==> src/rtl/addsub_pkg.sv <==
// addsub_pkg: shared FSM encoding, slice width and saturation helper for addsub_serial
package addsub_pkg;
  typedef enum logic [1:0] {IDLE = 2'b00, CALC = 2'b01, DONE = 2'b10} state_t;
  localparam int SLICE_W = 4;
  localparam int MAX_W = 128;
  function automatic logic [MAX_W-1:0] sat_val(input int w, input logic is_neg);
    logic [MAX_W-1:0] m;
    m = MAX_W'(1) << (w - 1);
    return is_neg ? m : m - MAX_W'(1);
  endfunction
endpackage

==> src/rtl/addsub_slice.sv <==
// addsub_slice: 4-bit combinational adder exposing carry into and out of the top bit
module addsub_slice (
  input  logic [3:0] a4,
  input  logic [3:0] b4,
  input  logic       cin,
  output logic [3:0] s4,
  output logic       cout,
  output logic       c3
);
  logic [3:0] w_lo;
  logic [1:0] w_hi;
  assign w_lo = {1'b0, a4[2:0]} + {1'b0, b4[2:0]} + {3'b0, cin};
  assign w_hi = {1'b0, a4[3]} + {1'b0, b4[3]} + {1'b0, w_lo[3]};
  assign s4   = {w_hi[0], w_lo[2:0]};
  assign cout = w_hi[1];
  assign c3   = w_lo[3];
endmodule

==> src/rtl/addsub_serial.sv <==
// addsub_serial: multi-cycle signed add/sub, one 4-bit slice per cycle, with saturation and flags
module addsub_serial
  import addsub_pkg::*;
#(
  parameter int WIDTH = 16
) (
  input  logic             clk,
  input  logic             rst_n,
  input  logic             in_valid,
  output logic             in_ready,
  input  logic [WIDTH-1:0] a,
  input  logic [WIDTH-1:0] b,
  input  logic             sub,
  input  logic             sat,
  output logic             out_valid,
  input  logic             out_ready,
  output logic [WIDTH-1:0] result,
  output logic             ovfl,
  output logic             cout,
  output logic             zero,
  output logic             neg
);
  localparam int SLICES = WIDTH / SLICE_W;
  localparam int CW = $clog2(SLICES);

  if (WIDTH % SLICE_W != 0 || WIDTH < 8 || WIDTH > MAX_W) begin : g_bad_width
    $error("addsub_serial: WIDTH must be a multiple of 4 in the range 8..128");
  end

  state_t           r_state, w_next;
  logic [WIDTH-1:0] r_a, r_b, r_res;
  logic             r_sub, r_sat, r_carry, r_ovfl, r_cout, r_zero, r_neg;
  logic [CW-1:0]    r_cnt;
  logic [3:0]       w_a4, w_b4, w_s4;
  logic             w_co, w_c3, w_last, w_ov;
  logic [WIDTH-1:0] w_raw, w_fin;

  assign w_a4   = r_a[SLICE_W*r_cnt +: SLICE_W];
  assign w_b4   = r_b[SLICE_W*r_cnt +: SLICE_W] ^ {SLICE_W{r_sub}};
  assign w_last = r_cnt == CW'(SLICES - 1);
  assign w_ov   = w_c3 ^ w_co;
  assign w_raw  = {w_s4, r_res[WIDTH-SLICE_W-1:0]};
  assign w_fin  = (w_ov && r_sat) ? WIDTH'(sat_val(WIDTH, r_a[WIDTH-1])) : w_raw;

  addsub_slice u_slice (
    .a4  (w_a4),
    .b4  (w_b4),
    .cin (r_carry),
    .s4  (w_s4),
    .cout(w_co),
    .c3  (w_c3)
  );

  // next-state: accept in IDLE, run SLICES cycles in CALC, hold in DONE until consumed
  always_comb begin
    w_next = r_state;
    unique case (r_state)
      IDLE:    if (in_valid) w_next = CALC;
      CALC:    if (w_last) w_next = DONE;
      DONE:    if (out_ready) w_next = IDLE;
      default: w_next = IDLE;
    endcase
  end

  // state register
  always_ff @(posedge clk or negedge rst_n) begin
    if (!rst_n) r_state <= IDLE;
    else r_state <= w_next;
  end

  // operand latch, per-slice accumulation, and final saturation/flag capture
  always_ff @(posedge clk or negedge rst_n) begin
    if (!rst_n) begin
      r_a     <= '0;
      r_b     <= '0;
      r_sub   <= 1'b0;
      r_sat   <= 1'b0;
      r_carry <= 1'b0;
      r_cnt   <= '0;
      r_res   <= '0;
      r_ovfl  <= 1'b0;
      r_cout  <= 1'b0;
      r_zero  <= 1'b0;
      r_neg   <= 1'b0;
    end else if (r_state == IDLE && in_valid) begin
      r_a     <= a;
      r_b     <= b;
      r_sub   <= sub;
      r_sat   <= sat;
      r_carry <= sub;
      r_cnt   <= '0;
    end else if (r_state == CALC) begin
      r_carry <= w_co;
      if (w_last) begin
        r_res  <= w_fin;
        r_ovfl <= w_ov;
        r_cout <= w_co;
        r_zero <= w_fin == '0;
        r_neg  <= w_fin[WIDTH-1];
      end else begin
        r_res[SLICE_W*r_cnt +: SLICE_W] <= w_s4;
        r_cnt <= r_cnt + 1'b1;
      end
    end
  end

  assign in_ready  = r_state == IDLE;
  assign out_valid = r_state == DONE;
  assign result    = r_res;
  assign ovfl      = r_ovfl;
  assign cout      = r_cout;
  assign zero      = r_zero;
  assign neg       = r_neg;
endmodule

==> config.mk <==
export PLATFORM = sky130hd
export DESIGN_NAME = addsub_serial
export DESIGN_NICKNAME = d
export VERILOG_FILES = /design/src/rtl/addsub_pkg.sv /design/src/rtl/addsub_slice.sv /design/src/rtl/addsub_serial.sv
export SDC_FILE = /design/constraint.sdc
export NUM_CORES = 1
export LEC_CHECK = 0
export CORE_MARGIN = 2
export CORE_UTILIZATION = 46
export DETAILED_ROUTE_END_ITERATION = 12
export PLACE_DENSITY = 0.76
export SLEW_MARGIN = 20
export SYNTH_ARGS = -nofsm -noshare
export SYNTH_HDL_FRONTEND = slang
export SYNTH_SLANG_ARGS = --single-unit
==> constraint.sdc <==
create_clock -name clk -period 3.75 [get_ports clk]
set_input_delay 0.5625 -clock clk [delete_from_list [all_inputs] [get_ports clk]]
set_output_delay 0.5625 -clock clk [all_outputs]
set_load 0.1 [all_outputs]
==> metrics.md, run 1 <==
| Metric | Value |
|---|---|
| Share of layout cells above drive strength 1 | `25.2%` |
| Tcrit/Tclk final | `96.1%` |
| Top cells by count, synth | `59 x dfrtp_1, 35 x mux2_2, 14 x inv_1, 14 x nand2_1, 13 x o21ai_0` |
| CTS tree | `done` |
| Endpoint class of the critical path | `flop` |
| Total negative slack | `0 ns` |
| Avg Inst Size Synth | `12.4 sq um` |
| Synthesis warning total | `0` |
| Antenna-violating nets left | `0` |
| Die Y | `between 80 and 90 microns` |
| Diode count | `0` |
| Hold bufs inserted after CTS | `0` |
| Clk pin slew, worst setup/hold paths | `0.06 ns` |
| Port bufs | `59` |
| RSZ-0062 raised after global routing | `false` |
| Synth Instances | `239` |
| Critical Path Fanout Max | `18` |
| Top_reg_cell synth | `dfrtp_1` |
| Async S/R FF share, synth | `between 90% and 100%` |
| Crit-path slowest cell | `mux4_2` |
| Clk sink count | `59` |
| Routability Congestion | `0.870` |
| Fmax | `277 MHz` |
| Postcts setup bufs | `0` |
| Synth Register Bits | `59` |
| Area grow syn2layout | `31.5%` |
| Largest net degree at the start of global routing | `34` |
| Run status | `finished clean` |
| Die Span X | `84.2 microns` |
| Seq/Total Area, Yosys | `49.9%` |
| Met3 WL post-DR | `336 microns` |
| GRT Util Overall | `18.7%` |
| Post_cts resized | `0` |
| Yosys cell types | `38` |
| # DRC | `0` |
| Vias | `about 2,100` |
| Layout fillers | `508` |
| FP Rows | `29` |
| Die area | `7090 sq um` |
| Slew Limit Fails | `0` |
| Critical-path cell list | `mux4_2, xnor2_1, fa_1, o21a_4, fa_1, or2b_2, mux2_4, or3_4, nand3_1` |
| Final Hold Violating Endpoints | `0` |
| WL/cell | `15.3 microns` |
| Top cells by area, synth | `dfrtp_1 50%, mux2_2 13%, mux4_2 6.1%, ha_1 3.0%, o22ai_1 2.5%` |
| Slew headroom | `34.4%` |
| DR pass1 iterations | `4` |
| DR iter-0 viols | `70` |
| Routed WL | `5910 microns` |
| Io pins | `60` |
| Top layer in use | `met4` |
| Clock tree buffer depth | `2` |
| Clock root buffer master | `clkbuf_8` |
| First-pass GRT wire length | `10,300 microns` |
| Total CTS buffers | `9` |
| Yosys top cell area share | `49.9%` |
| H-tree depth | `3` |
| Max cap viols | `0` |
| Most frequent CP cell | `fa_1` |
| HP Class | `input port to asynchronous set/reset pin` |
| Top-count cell post-synth | `dfrtp_1` |
| Number of global-route vias before repair | `around 2,100` |
| Starting Density | `47.1%` |
| CP startpoint kind | `flop` |
| Slowest stage delay, CP | `0.55 ns` |
| Met1 Wirelength | `2680 microns` |
| WP data arrival | `3.88 ns` |
| Overflow after GRT | `0` |
| Initial antenna violation count | `0` |
| Worst EP required | `4.02 ns` |
| Slew @ Worst Pin | `0.980 ns` |
| Critical setup path kind | `flop to flop` |
| Syn_nets | `around 290` |
| Vias/cell | `5.44` |
| Nets | `353` |
| Min cycle time layout | `~3.6 ns` |
| Core Region | `6280 sq um` |
| Post-synth EDFFs | `0` |
| Worst clock skew | `0.00774 ns` |
| Synthesized cell area | `2960 sq um` |
| DR WL met2 | `2820 microns` |
| Dpl hpwl | `4490 microns` |
| Area leader, netlist | `dfrtp_1` |
| Final setup fails | `0` |
| Clock Latency Late Sink | `0.35 ns` |
==> kinds of logic after synthesis <==
| kind of cell | count (synthesis) | synth area share [%] |
|---|---|---|
| buffers and inverters | 25 | 4.06 |
| AO/OA/AOI/OAI | 47 | 10.7 |
| AND/OR/NAND/NOR | 45 | 7.70 |
| adder cells (fa/ha/maj) | 10 | 4.99 |
| multiplexers | 47 | 20.9 |
| flip-flops | 59 | 49.9 |
| XOR/XNOR | 6 | 1.78 |
==> final timing paths <==
kind / slack [ns] / startpoint / end / cells past startpoint
max reg2reg: 0.15 / r_cnt[0] / result[11] / 9
min reg2reg: 0.49 / ovfl / ovfl / 2
min: 0.22 / rst_n / result[6] / 1
min in group clk: 0.49 / ovfl / ovfl / 2
max in group asynchronous: 2.68 / rst_n / r_a[10] / 2
max: 0.15 / r_cnt[0] / result[11] / 9
==> through the flow <==
stage,hold slack [ns],cells,instance area (sq um),setup WS (ns),util [%]
after floorplan,0.267,239,2960,0.227,-
after global placement,0.465,371,3630,0.259,57.8
after detailed placement,0.475,371,3630,0.147,57.8
after CTS,0.245,387,3890,0.141,61.9
after global routing,0.253,387,3890,0.000709,62.0
final,0.223,387,3890,0.145,62.0
==> critical path, delay by kind of cell (launching register included) <==
family / cells / cell delay, ns
xor+xnor: 1 / 0.16
flops: 1 / 0.47
compound gates: 1 / 0.27
simple gates: 3 / 0.84
fa+ha+maj: 2 / 0.89
mux: 2 / 0.91
==> final cells by class <==
type,count,area (sq um),share of cell area [%]
Clock buffer,12,165,4.25
Clock inverter,4,95.1,2.44
Inverter,14,52.6,1.35
Multi-Input combinational cell,155,1370,35.1
Sequential cell,59,1480,38.0
Tap cell,77,96.3,2.48
Timing Repair Buffer,66,638,16.4
==> metal layers <==
metal | vias up | global-route usage, %
li1 | 1008 | -
met1 | 1028 | 25.0
met2 | 60 | 29.1
met3 | 9 | 5.90
met4 | 0 | 6.16
met5 | - | 0
==> cells in the final DEF, fill, tap and decap left out, types with 2 or more instances in the layout <==
cell | netlist | final
or2b_2 | 2 | 2
buf_4 | 1 | 7
a21oi_1 | 5 | 5
xor2_1 | 3 | 3
clkdlybuf4s50_1 | 0 | 58
nand2_1 | 14 | 14
bufinv_16 | 0 | 3
a32o_1 | 2 | 2
mux4_2 | 8 | 8
o22ai_1 | 12 | 12
inv_1 | 14 | 14
xnor2_1 | 3 | 3
o22a_2 | 3 | 3
nor2_1 | 7 | 7
nor4_1 | 2 | 2
nand4_1 | 2 | 2
mux2i_1 | 3 | 2
o21ai_0 | 13 | 12
a22o_1 | 6 | 6
fa_1 | 3 | 3
nor3_1 | 3 | 3
clkbuf_8 | 1 | 12
nand3_1 | 10 | 10
o21ai_1 | 2 | 3
mux2_2 | 35 | 35
dfrtp_1 | 59 | 59
ha_1 | 7 | 7
==> sequential cells by signal (all words and copies together), names as in the netlist <==
signal,flops
r_b,16
r_carry,1
r_sub,1
cout,1
r_cnt,2
ovfl,1
r_a,16
zero,1
r_state,2
neg,1
result,16
r_sat,1
Power of run 1 is not shown: default switching activity piles up to over one toggle a cycle in this logic, so the estimate is an artifact.
==> inputs of run 2 (changes only) <==
--- a/config.mk
+++ b/config.mk
@@ -9,6 +9,7 @@
 export CORE_UTILIZATION = 46
 export DETAILED_ROUTE_END_ITERATION = 12
 export PLACE_DENSITY = 0.76
+export REMOVE_ABC_BUFFERS = 1
 export SLEW_MARGIN = 20
 export SYNTH_ARGS = -nofsm -noshare
 export SYNTH_HDL_FRONTEND = slang
==> run 2 against run 1 <==
  * First-iteration DRC count up 86%
  * Clock skew up 0.0025 ns
  * Non-clock buffer count unchanged
  * Sequential share of layout area up 0.24 points
  * Worst hold slack worse by 0.025 ns
  * Via count up 0.71%
  * Final cell count unchanged
  * Critical path depth unchanged
  * Wire length down 0.61%
  * Count of clock-buffer cells in the layout down 1
  * Die area unchanged
  * Cell area down 0.55%
==> metrics.md, run 2 (same netlist as run 1, synthesis figures left out) <==
| Metric | Value |
|---|---|
| Worst EP required | `4.02 ns (about the same)` |
| Final worst setup slack | `0.181 ns (was 0.145 ns)` |
| Slew headroom | `35.2% (was 34.4%)` |
| Clock tree buffer depth | `2 (unchanged)` |
| FP Rows | `29 (unchanged)` |
| Area grow syn2layout | `30.7% (was 31.5%)` |
| Vias/cell | `5.48 (was 5.44)` |
| Starting Density | `47.1% (unchanged)` |
| Clk pin slew, worst setup/hold paths | `0.07 ns (was 0.06 ns)` |
| Vias | `2,120 (was 2,105)` |
| Run status | `finished clean (unchanged)` |
| DR iter-0 viols | `130 (was 70)` |
| Die area | `7090 sq um (unchanged)` |
| WP data arrival | `3.84 ns (was 3.88 ns)` |
| RSZ-0062 raised after global routing | `false (unchanged)` |
| Number of global-route vias before repair | `2,139 (was 2,143)` |
| Antenna-violating nets left | `0 (unchanged)` |
| Slowest stage delay, CP | `0.53 ns (was 0.55 ns)` |
| Clk sink count | `59 (unchanged)` |
| Max cap viols | `0 (unchanged)` |
| Fmax | `280 MHz (was 277 MHz)` |
| Routed WL | `5870 microns (was 5910 microns)` |
| Io pins | `60 (unchanged)` |
| Critical-path cell list | `mux4_2, xnor2_1, fa_1, o21a_4, fa_1, or2b_2, mux2_4, or3_4, nand3_1 (unchanged)` |
| # DRC | `0 (unchanged)` |
| Overflow after GRT | `0 (unchanged)` |
| Largest net degree at the start of global routing | `36 (was 34)` |
| Dpl hpwl | `4400 microns (was 4490 microns)` |
| First-pass GRT wire length | `10000 microns (was 10,300 microns)` |
| DR pass1 iterations | `4 (unchanged)` |
| Commonest non-fill, non-tap cells in the layout | `58 x dfrtp_1, 58 x clkdlybuf4s50_1, 35 x mux2_2, 14 x inv_1, 14 x nand2_1 (was 59 x dfrtp_1, 58 x clkdlybuf4s50_1, 35 x mux2_2, 14 x inv_1, 14 x nand2_1)` |
| Initial antenna violation count | `0 (unchanged)` |
| Critical Path Fanout Max | `18 (unchanged)` |
| Min cycle time layout | `3.57 ns (was 3.60 ns)` |
| HP Class | `input port to asynchronous set/reset pin (unchanged)` |
| Worst clock skew | `0.0103 ns (was 0.00774 ns)` |
| Diode count | `0 (unchanged)` |
| Share of layout cells above drive strength 1 | `24.8% (was 25.2%)` |
| Final Hold Violating Endpoints | `0 (unchanged)` |
| WL/cell | `15.2 microns (was 15.3 microns)` |
| CTS tree | `done (unchanged)` |
| Critical setup path kind | `flop to flop (unchanged)` |
| Core Region | `6280 sq um (unchanged)` |
| Total CTS buffers | `9 (unchanged)` |
| Final setup fails | `0 (unchanged)` |
| Slew @ Worst Pin | `0.970 ns (was 0.980 ns)` |
| Port bufs | `59 (unchanged)` |
| H-tree depth | `3 (unchanged)` |
| Die Y | `84.2 microns (unchanged)` |
| Clock root buffer master | `clkbuf_8 (unchanged)` |
| Slew Limit Fails | `0 (unchanged)` |
| Routability Congestion | `0.826 (was 0.870)` |
| Clock Latency Late Sink | `0.34 ns (was 0.35 ns)` |
| Nets | `353 (unchanged)` |
| Die Span X | `84.2 microns (unchanged)` |
| CP startpoint kind | `flop (unchanged)` |
| Most frequent CP cell | `fa_1 (unchanged)` |
| Tcrit/Tclk final | `95.2% (was 96.1%)` |
| DP Worst Slack | `0.0837 ns (was 0.147 ns)` |
| Endpoint class of the critical path | `flop (unchanged)` |
| GRT Util Overall | `17.9% (was 18.7%)` |
| Crit-path slowest cell | `mux4_2 (unchanged)` |
run 2: worst paths after layout:
kind	startpoint	end	slack (ns)	depth (start not counted)
worst min register to register	neg	neg	0.48	2
worst min-delay path	rst_n	result[7]	0.20	1
min in group clk	neg	neg	0.48	2
worst max register to register	r_cnt[0]	result[8]	0.18	9
max in group asynchronous	rst_n	r_cnt[0]	2.70	2
worst max-delay path	r_cnt[0]	result[8]	0.18	9
run 2: metal layers:
metal	wire length [microns]	up-vias	share of wire (%)	GRT usage (%)
li1	-	1005	-	-
met1	2650	1035	45	24.3
met2	2820	71	48	27.3
met3	325	9	5.5	5.01
met4	79	0	1.3	7.04
met5	0	-	0	0
run 2: metrics by stage:
stage               instances  hold slack [ns]  area (sq um)  util [%]  TNS, ns
finish                    387            0.199          3870      61.6        0
global route              387            0.253          3870      61.6        0
CTS                       387            0.211          3870      61.6        0
detailed placement        371            0.472          3630      57.8        0
global placement          371            0.470          3630      57.8        0
floorplan                 228            0.267          2890         -   -0.189
run 2: area by class of cell:
class / count / area, sq um
inverter: 14 / 52.6
fill: 510 / 2410
multi-input combinational: 155 / 1360
timing repair buffer: 66 / 638
sequential: 59 / 1480
clock inverter: 5 / 100
clock buffer: 11 / 141
tap: 77 / 96.3
run 2: worst max-delay path, delay by kind of cell, from the launching register on:
family	cells	cell delay [ns]
AND/OR/NAND/NOR	3	0.80
multiplexers	2	0.89
AO/OA/AOI/OAI	1	0.27
flip-flops	1	0.48
XOR/XNOR	1	0.15
adder cells (fa/ha/maj)	2	0.89
run 2: timing repair:
item	4_1_cts	5_1_grt
buffers inserted	0	0
endpoints found under the setup margin	0	14
hold buffers	0	0
gates resized for setup	0	1
Power of run 2 is left out for the same reason.
==> inputs of run 3 (changes only) <==
--- a/config.mk
+++ b/config.mk
@@ -5,7 +5,6 @@
 export SDC_FILE = /design/constraint.sdc
 export NUM_CORES = 1
 export LEC_CHECK = 0
-export CORE_MARGIN = 2
 export CORE_UTILIZATION = 46
 export DETAILED_ROUTE_END_ITERATION = 12
 export PLACE_DENSITY = 0.76
==> run 3 against run 2 <==
  * Final cell count fell by 0.26%
  * Via count fell by 0.66%
  * Die area fell by 4.7%
  * Non-clock buffer count rose by 1
  * Critical path type unchanged
  * Largest cell class unchanged
==> metrics.md, run 3 (same netlist as run 1, synthesis figures left out) <==
| Metric | Value |
|---|---|
| Met2 Usage GRT | `31.9% (was 27.3%)` |
| Port bufs | `59 (unchanged)` |
| Worst clock skew | `0.00996 ns (was 0.0103 ns)` |
| Slew @ Worst Pin | `0.976 ns (was 0.970 ns)` |
| Final Hold Violating Endpoints | `0 (unchanged)` |
| Fmax | `280 MHz (about the same)` |
| Nets | `354 (was 353)` |
| Commonest non-fill, non-tap cell in the layout | `dfrtp_1` |
| Core Region | `6060 sq um (was 6280 sq um)` |
| GRT busiest layer | `met2 (unchanged)` |
| Clk pin slew, worst setup/hold paths | `0.07 ns (about the same)` |
| Max cap viols | `0 (unchanged)` |
| Met1 global-route usage | `25.5% (was 24.3%)` |
| # DRC | `0 (unchanged)` |
| Postcts setup bufs | `0 (unchanged)` |
| Starting Density | `48.8% (was 47.1%)` |
| Die Y | `82.2 microns (was 84.2 microns)` |
| Total negative slack | `0 ns (unchanged)` |
| FP Rows | `28 (was 29)` |
| Worst R2R Path Depth | `11 (was 9)` |
| DR pass1 iterations | `5 (was 4)` |
| Fin util | `63.3% (was 61.6%)` |
| Largest net degree at the start of global routing | `33 (was 36)` |
| Overflow after GRT | `0 (unchanged)` |
| Critical setup path kind | `flop to flop (unchanged)` |
| FF-to-FF Start | `r_cnt[0] (unchanged)` |
| HP Class | `input port to asynchronous set/reset pin (unchanged)` |
| Run status | `finished clean (unchanged)` |
| Total CTS buffers | `9 (unchanged)` |
| Die area | `6760 sq um (was 7090 sq um)` |
| Io pins | `60 (unchanged)` |
| Critical Path Fanout Max | `18 (unchanged)` |
| Met3 GRT Util | `6.92% (was 5.01%)` |
| Share of layout cells above drive strength 1 | `25.1% (was 24.8%)` |
| Clk sink count | `59 (unchanged)` |
| GRT Util Overall | `20.2% (was 17.9%)` |
| Hold bufs inserted after CTS | `0 (unchanged)` |
| WL/cell | `15.3 microns (was 15.2 microns)` |
| Area grow syn2layout | `29.6% (was 30.7%)` |
| Diode count | `0 (unchanged)` |
| Endpoint class of the critical path | `flop (unchanged)` |
| Final setup fails | `0 (unchanged)` |
| Crit path launch | `r_cnt[0] (unchanged)` |
| Min cycle time layout | `3.57 ns (about the same)` |
| Routability Congestion | `0.790 (was 0.826)` |
| Initial antenna violation count | `0 (unchanged)` |
| Clock tree buffer depth | `2 (unchanged)` |
| H-tree depth | `3 (unchanged)` |
| Antenna-violating nets left | `0 (unchanged)` |
| Vias/cell | `5.46 (was 5.48)` |
| CTS tree | `done (unchanged)` |
| Post_cts resized | `0 (unchanged)` |
| First-pass GRT wire length | `10,000 microns (was 10000 microns)` |
| RSZ-0062 raised after global routing | `false (unchanged)` |
| Vias | `2,106 (was 2,120)` |
| R2r endpoint | `result[4] (was result[8])` |
| Routed WL | `5900 microns (was 5870 microns)` |
| Clock Latency Late Sink | `0.34 ns (about the same)` |
| DR iter-0 viols | `64 (was 130)` |
| Slew headroom | `34.8% (was 35.2%)` |
| Dpl hpwl | `4520 microns (was 4400 microns)` |
| Worst R2R Setup Slack | `0.18 ns (about the same)` |
| Worst EP required | `4.01 ns (was 4.02 ns)` |
| Commonest non-fill, non-tap cells in the layout | `59 x dfrtp_1, 58 x clkdlybuf4s50_1, 35 x mux2_2, 14 x inv_1, 14 x nand2_1 (was 58 x dfrtp_1, 58 x clkdlybuf4s50_1, 35 x mux2_2, 14 x inv_1, 14 x nand2_1)` |
| Clock root buffer master | `clkbuf_8 (unchanged)` |
| Number of global-route vias before repair | `2,168 (was 2,139)` |
| CP startpoint kind | `flop (unchanged)` |
| Slew Limit Fails | `0 (unchanged)` |
| WP data arrival | `3.84 ns (about the same)` |
| Die Span X | `82.2 microns (was 84.2 microns)` |
| Tcrit/Tclk final | `95.3% (was 95.2%)` |
==> run 3: area by class of cell <==
cell class	instances	area [sq um]
repair buffers	67	646
flip-flops and latches	59	1480
clock buffers	10	138
well taps	75	93.8
multi-input cells	155	1360
fillers	479	2230
clock inverters	6	65.1
inverters	14	52.6
==> run 3: worst max-delay path, cell delays in order, from the launching register on <==
cell     delay, ns
dfrtp_1       0.45
buf_4         0.18
mux4_2        0.51
xor2_1        0.18
ha_1          0.29
nand2_1       0.06
o21a_4        0.23
fa_1          0.44
or2b_2        0.31
mux2_4        0.35
or3_4         0.42
nand3_1       0.08
==> run 3: how the worst max path moves through the flow <==
stage | slack [ns] | to
finish | 0.18 | result[4]
floorplan | -0.06 | result[4]
CTS | 0.14 | result[4]
global placement | 0.28 | result[8]
global route | 0.03 | result[4]
detailed placement | 0.17 | result[4]
==> run 3: layer usage <==
layer	vias up	wire [microns]	share of wire, %
li1	1010	-	-
met5	-	0	0
met4	0	99	1.7
met3	13	347	5.9
met2	76	2810	48
met1	1007	2640	45
==> run 3: stage by stage <==
stage                     hold slack [ns]  instance area (sq um)  std cells  setup slack, ns
after CTS                           0.253                   3830        386            0.141
after detailed placement            0.475                   3630        370            0.173
after global routing                0.269                   3830        386           0.0255
final                               0.236                   3830        386            0.176
after floorplan                     0.267                   2890        228          -0.0559
after global placement              0.465                   3630        370            0.282
Power of run 3 is left out for the same reason.
